File: config.mk
export PLATFORM = sky130hd
export DESIGN_NAME = pulse_qualifier
export DESIGN_NICKNAME = d
export VERILOG_FILES = /design/src/rtl/pulse_qualifier.sv
export SDC_FILE = /design/constraint.sdc
export NUM_CORES = 1
export LEC_CHECK = 0
export BUFFER_PORTS_ARGS = -buffer_cell sky130_fd_sc_hd__buf_2
export CORE_AREA = 3 3 40 42
export DETAILED_ROUTE_END_ITERATION = 8
export DIE_AREA = 0 0 43 45
export GPL_TIMING_DRIVEN = 0
export PLACE_DENSITY = 0.72
export SYNTH_ARGS = -nofsm -noshare
export SYNTH_HDL_FRONTEND = slang
export SYNTH_SLANG_ARGS = --single-unit
File: constraint.sdc
create_clock -name clk -period 1.6 [get_ports clk]
set_input_delay 0.32 -clock clk [delete_from_list [all_inputs] [get_ports clk]]
set_output_delay 0.32 -clock clk [all_outputs]
set_load 0.005 [all_outputs]
File: src/rtl/pulse_qualifier.sv
// pulse_qualifier
//   Synchronises an asynchronous request pulse, rejects glitches shorter than
//   MINLEN clock cycles and emits one clean OUTLEN-cycle output pulse for each
//   qualified assertion. A held input produces a single pulse and must drop
//   before the block can trigger again.
//
//   Optional build macro: PULSE_QUALIFIER_GLITCH_CNT_EN
//     defined   -> glitch_cnt port and a 16-bit saturating count of rejected
//                  glitches (QUAL aborted because the input fell)
//     undefined -> no glitch_cnt port, no counter; FSM behaviour is identical
//
//   state | meaning
//   ------+---------------------------------------------------------------
//   IDLE  | waiting for the synchronised input to become active
//   QUAL  | input active, counting consecutive active cycles up to MINLEN
//   OUT   | driving pulse_o active for exactly OUTLEN cycles, input ignored
//   REARM | pulse finished while input still active; wait for it to drop
module pulse_qualifier #(
    parameter int   SYNC   = 2,
    parameter int   MINLEN = 4,
    parameter int   OUTLEN = 10,
    parameter logic IPOL   = 1'b1,
    parameter logic OPOL   = 1'b1
) (
    input  logic        clk,
    input  logic        reset,
    input  logic        pulse_i,
    output logic        pulse_o,
    output logic        detect,
    output logic        busy
`ifdef PULSE_QUALIFIER_GLITCH_CNT_EN
    ,
    output logic [15:0] glitch_cnt
`endif
);

    // Counter widths sized so the terminal value fits without wrapping.
    localparam int QW = $clog2(MINLEN + 1);
    localparam int OW = $clog2(OUTLEN + 1);

    // qcnt holds the number of active cycles already seen; qualification
    // completes on the cycle where one more active sample reaches MINLEN.
    localparam logic [QW-1:0] QLAST = QW'(MINLEN - 1);
    localparam logic [OW-1:0] OLAST = OW'(OUTLEN);

    typedef enum logic [1:0] {
        ST_IDLE  = 2'd0,
        ST_QUAL  = 2'd1,
        ST_OUT   = 2'd2,
        ST_REARM = 2'd3
    } state_t;

    // Elaboration-time guard against unusable parameter values.
    generate
        if (SYNC < 2) begin : g_bad_sync
            $error("pulse_qualifier: SYNC must be >= 2");
        end
        if (MINLEN < 1) begin : g_bad_minlen
            $error("pulse_qualifier: MINLEN must be >= 1");
        end
        if (OUTLEN < 1) begin : g_bad_outlen
            $error("pulse_qualifier: OUTLEN must be >= 1");
        end
    endgenerate

    logic [SYNC-1:0] sync_q;
    logic            in_s;

    state_t          state_q;
    state_t          state_d;
    logic [QW-1:0]   qcnt_q;
    logic [QW-1:0]   qcnt_d;
    logic [OW-1:0]   ocnt_q;
    logic [OW-1:0]   ocnt_d;

    logic            pulse_q;
    logic            detect_q;
    logic            busy_q;

    // Plain shift-register synchroniser; resets to the inactive level so a
    // reset release never looks like an input assertion.
    always_ff @(posedge clk or posedge reset) begin
        if (reset) begin
            sync_q <= {SYNC{~IPOL}};
        end else begin
            sync_q <= {sync_q[SYNC-2:0], pulse_i};
        end
    end

    assign in_s = (sync_q[SYNC-1] == IPOL);

    // State and counter registers.
    always_ff @(posedge clk or posedge reset) begin
        if (reset) begin
            state_q <= ST_IDLE;
            qcnt_q  <= '0;
            ocnt_q  <= '0;
        end else begin
            state_q <= state_d;
            qcnt_q  <= qcnt_d;
            ocnt_q  <= ocnt_d;
        end
    end

    // Next-state and counter logic.
    always_comb begin
        state_d = state_q;
        qcnt_d  = qcnt_q;
        ocnt_d  = ocnt_q;
        case (state_q)
            ST_IDLE: begin
                if (in_s) begin
                    if (MINLEN == 1) begin
                        state_d = ST_OUT;
                        ocnt_d  = OW'(1);
                    end else begin
                        state_d = ST_QUAL;
                        qcnt_d  = QW'(1);
                    end
                end
            end
            ST_QUAL: begin
                if (in_s) begin
                    if (qcnt_q == QLAST) begin
                        state_d = ST_OUT;
                        qcnt_d  = '0;
                        ocnt_d  = OW'(1);
                    end else begin
                        qcnt_d  = qcnt_q + QW'(1);
                    end
                end else begin
                    state_d = ST_IDLE;
                    qcnt_d  = '0;
                end
            end
            ST_OUT: begin
                // ocnt numbers the current OUT cycle, 1..OUTLEN.
                if (ocnt_q == OLAST) begin
                    ocnt_d  = '0;
                    state_d = in_s ? ST_REARM : ST_IDLE;
                end else begin
                    ocnt_d  = ocnt_q + OW'(1);
                end
            end
            ST_REARM: begin
                if (!in_s) begin
                    state_d = ST_IDLE;
                end
            end
            default: begin
                state_d = ST_IDLE;
                qcnt_d  = '0;
                ocnt_d  = '0;
            end
        endcase
    end

    // Outputs registered from next-state so they are glitch-free and line up
    // with the state register.
    always_ff @(posedge clk or posedge reset) begin
        if (reset) begin
            pulse_q  <= ~OPOL;
            detect_q <= 1'b0;
            busy_q   <= 1'b0;
        end else begin
            pulse_q  <= (state_d == ST_OUT) ? OPOL : ~OPOL;
            detect_q <= (state_d == ST_OUT) && (state_q != ST_OUT);
            busy_q   <= (state_d != ST_IDLE);
        end
    end

    assign pulse_o = pulse_q;
    assign detect  = detect_q;
    assign busy    = busy_q;

`ifdef PULSE_QUALIFIER_GLITCH_CNT_EN
    logic        glitch_ev;
    logic [15:0] glitch_cnt_q;

    assign glitch_ev = (state_q == ST_QUAL) && !in_s;

    // Saturating count of qualifications aborted by the input falling.
    always_ff @(posedge clk or posedge reset) begin
        if (reset) begin
            glitch_cnt_q <= '0;
        end else if (glitch_ev && (glitch_cnt_q != 16'hFFFF)) begin
            glitch_cnt_q <= glitch_cnt_q + 16'd1;
        end
    end

    assign glitch_cnt = glitch_cnt_q;
`else
    // No glitch statistics in this build; the FSM is unaffected.
`endif

endmodule

# After elaboration in Yosys (flattened, before gate mapping)
# Cells that the tools add are included.
[totals]
out_inout_bits = 3
regBits = 14
[op_classes]
reduce_logical = 7
eq_ne = 10
add_sub_neg = 2
muxes = 16
[op_table]
columns = ["op", "count"]
rows = [
  ["2-bit two-way mux", 6],
  ["4-bit two-way mux", 3],
  ["3-bit two-way mux", 3],
  ["2-bit != test (second input constant)", 4],
  ["2-bit case mux with 4 select lines", 1],
  ["4-bit case mux with 2 select lines", 1],
  ["2-bit == test (second input constant)", 3],
  ["3-bit case mux with 2 select lines", 1],
  ["2-bit nonzero test", 3],
  ["4-bit by 1-bit adder with 4-bit output (second input constant)", 1],
  ["4-bit == test (second input constant)", 1],
  ["3-bit by 1-bit adder with 3-bit output (second input constant)", 1],
  ["3-bit by 2-bit == test with 1-bit output (second input constant)", 1],
  ["3-bit AND reduction", 1],
  ["2-bit by 1-bit == test with 1-bit output (second input constant)", 1],
  ["2-bit logical NOT", 1],
  ["2-bit AND reduction", 1],
  ["1-bit logical AND", 1],
  ["1-bit two-way mux", 1],
]

# Depth between registers and ports, before layout
[logic_depth]
word_depth = 6
ltp_mapped = 5
depth_no_buf = 5

# Least setup slack after synthesis
# Ideal clock, no wire load.
[synth_timing]
path_kind = "flip-flop to flip-flop"
from = "reg qcnt_q[0]"
to = "reg ocnt_q[2]"
n_path_buf = 0
arrival_ps = 1029
required_time_ps = 1469
setup_time_ps = 131
path_stages_with_launch = 6
setup_slack_ps = 440
cell_sequence = "dfrtp_1 > ha_1 > nor2b_1 > nand3_1 > inv_2 > o32ai_2"
[synth_between]
elab_chain_cells = 3
[synth_rtl]
columns = ["item", "line", "source"]
rows = [
  ["from (decl)", "71", "logic [QW-1:0] qcnt_q;"],
  ["from (signal assigned)", "100", "qcnt_q <= qcnt_d;"],
  ["3-bit by 2-bit == test with 1-bit output", "124", "if (qcnt_q == QLAST) begin"],
  ["2-bit != test (no source line)", "-", ""],
  ["3-bit AND reduction (no source line)", "-", ""],
  ["to (signal assigned)", "101", "ocnt_q <= ocnt_d;"],
  ["to (decl)", "73", "logic [OW-1:0] ocnt_q;"],
]
# No other way between the ends.
# A chain may end at the register's enable or synchronous reset.

# Worst setup path in the final report
[layout_timing]
from = "reg qcnt_q[0]"
to = "reg ocnt_q[1]"
# Same word-level chain as after synthesis.

==> metrics.md <==
| Metric | Value |
|---|---|
| Root Buffer | `clkbuf_4` |
| HP Class | `in2async` |
| Nets | `68` |
| Largest stage delay, worst path | `380 ps` |
| Hold Vio Cnt, Final | `0` |
| MaxCap Viol Count | `0` |
| ANT cells | `0` |
| Worst relative slew slack | `0.662` |
| Post-DP HPWL | `693 um` |
| Post-route cell area | `686 um2` |
| Tightest Pin Transition | `507 ps` |
| Via count | `390` |
| Worst-path cell chain | `ha_1 -> nor2b_1 -> nand3_1 -> inv_2 -> o22ai_1` |
| Gp weighted congestion | `0.663` |
| Clock Pin Slew Worst Setup and Hold Paths | `90 ps` |
| Mapped cell area | `606 um2` |
| Fin crit share | `0.819` |
| Postcts setup bufs | `0` |
| TNS Setup | `0 ps` |
| IO Count | `6` |
| Remaining DRCs | `0` |
| CTS buffer count | `3` |
| Crit Path Max Fanout | `4` |
| Clock sinks | `14` |
| H-tree depth | `1` |
| Ranking of synthesized cells by area | `dfrtp_1 (58%), ha_1 (6.2%), nand2_1 (5.0%), o21bai_4 (3.1%), o32ai_2 (2.7%)` |
| Global-route wire length before repair | `1.57 mm` |
| Smallest hold slack | `51.5 ps` |
| Dpl ws | `289 ps` |
| Global route total overflow | `0` |
| Max Slew Vio Count | `0` |
| CP endpoint kind | `register` |
| Final setup fails | `0` |
| Crit path arrival time | `1480 ps` |
| Min Clock Period, post-route | `1310 ps` |
| Largest net degree at the start of global routing | `15` |
| Fraction of registers with async set/reset | `1.00` |
| Drt total wl | `929 um` |
| Slowest cell on crit path | `dfrtp_1` |
| Die Width | `43 um` |
| Drt via density | `5.13` |
| Ratio of cells with drive above 1 in the final layout | `0.246` |
| Max Freq | `764 MHz` |
| Port Buffers | `5` |
| Main flop type after synthesis | `dfrtp_1` |
| TritonCTS clock tree | `done` |
| Placed inst area | `649 um2` |
| Most frequent cells after synthesis | `dfrtp_1 (14), nand2_1 (8), inv_1 (4)` |
| Worst path required time | `1770 ps` |
| Worst VDD drop | `0.741 mV` |
| Post-route ant nets | `0` |
| Final design utilization | `0.534` |
| Seq cells post-synth | `14` |
| DR WL/cell | `12.2 um` |
| Die area | `1940 um2` |
| Post-synth EDFFs | `0` |
| Syn_area_per_cell | `11.6 um2` |
| Post-CTS sizing | `0` |
| Fillers | `115` |
| Pleak | `0.000339 uW` |
| Clock buffer depth | `2` |
| Cell taking the most area after synthesis | `dfrtp_1` |
| GRT Resource Usage Total | `0.111` |
| Mapped Nets | `58` |
| # rows | `13` |
| Top-count cell post-synth | `dfrtp_1` |
| Netlist cell types | `22` |
| Initial Util | `0.471` |
| Core Region | `1280 um2` |
| Synth Instances | `52` |
| Seq/Total Area, Yosys | `0.579` |
| Crit path launch type | `register` |
| Starting DRT DRC Count | `3` |
| Die Span Y | `45 um` |
| Area Overhead vs Synth | `13.2%` |
| Via count of the first global-routing pass | `368` |
| Outcome | `finished, final reports clean` |
| DR pass1 iterations | `2` |
| Initial antenna violation count | `0` |
| Worst skew pair latency | `280 ps` |
| Critical path class | `reg2reg` |
| Final worst slack | `290 ps` |
| Top cell type's share of synthesized area | `0.579` |
| Fin Clk Skew | `2.37 ps` |
| P per Cell Area | `1690 nW/um2` |
| RSZ-0062 raised after global routing | `false` |
| Post-CTS Hold Buffers | `0` |
| Ys Warns | `0` |
## worst paths after layout
kind / start / endpoint / slack [ps] / cells after the start
max: qcnt_q[0] / ocnt_q[1] / 290 / 5
min: reset / ocnt_q[3] / 50 / 2
max reg2reg: qcnt_q[0] / ocnt_q[1] / 290 / 5
min reg2reg: sync_q[0] / sync_q[1] / 360 / 0
max in group asynchronous: reset / pulse_o / 1210 / 2
min in group clk: pulse_i / sync_q[0] / 140 / 1
## placed cells by master (no fill, tap or decap), types with 2 or more instances in the layout
cell / n
nand3_1: 2
nor2_1: 2
nand2_1: 8
o21a_1: 2
dfrtp_1: 14
clkbuf_4: 3
ha_1: 3
o21ai_0: 2
inv_1: 4
buf_2: 5
o22ai_1: 2
## cells by family after synthesis
logic type,after synthesis,share of synthesized area
fa+ha+maj,3,0.0620
compound gates,13,0.186
buf+inv,5,0.0310
simple gates,16,0.128
xor+xnor,1,0.0145
flops,14,0.579
## sequential cells by signal (all words and copies together), names as in the netlist
name     count
qcnt_q       3
state_q      2
busy         1
detect       1
pulse_o      1
ocnt_q       4
sync_q       2
## power by group
part	switching, uW	total, uW	internal (uW)	leakage [uW]
Sequential	106	566	460	0.000175
Combinational	173	339	166	0.000143
Clock	116	255	138	0.0000210
Total	396	1160	765	0.000339
## area by class of cell
cell class | count | area [um2] | share of cell area
well taps | 15 | 18.8 | 0.0274
flip-flops and latches | 14 | 350 | 0.511
clock buffers | 4 | 36.3 | 0.0529
multi-input cells | 33 | 236 | 0.345
inverters | 5 | 18.8 | 0.0274
repair buffers | 5 | 25.0 | 0.0365
## routing by layer
layer / vias to the layer above / GRT usage / part of all wire
met5: - / 0 / 0
met4: 0 / 0.0542 / 0.0086
met3: 2 / 0.0279 / 0.052
met2: 8 / 0.177 / 0.44
met1: 184 / 0.144 / 0.50
li1: 196 / - / -
## worst max-delay path: cells and delay by family (launching register included)
family	cells	cell delay, ps
buffers and inverters	1	130
adder cells (fa/ha/maj)	1	170
AND/OR/NAND/NOR	2	440
AO/OA/AOI/OAI	1	80
flip-flops	1	380
## through the flow
step,total power [uW],cells
2_1_floorplan,823,52
3_3_place_gp,891,72
3_5_place_dp,919,72
4_1_cts,1170,76
5_1_grt,1250,76
6_report,1160,76
Note: power is estimated with default switching activity, not from simulation.
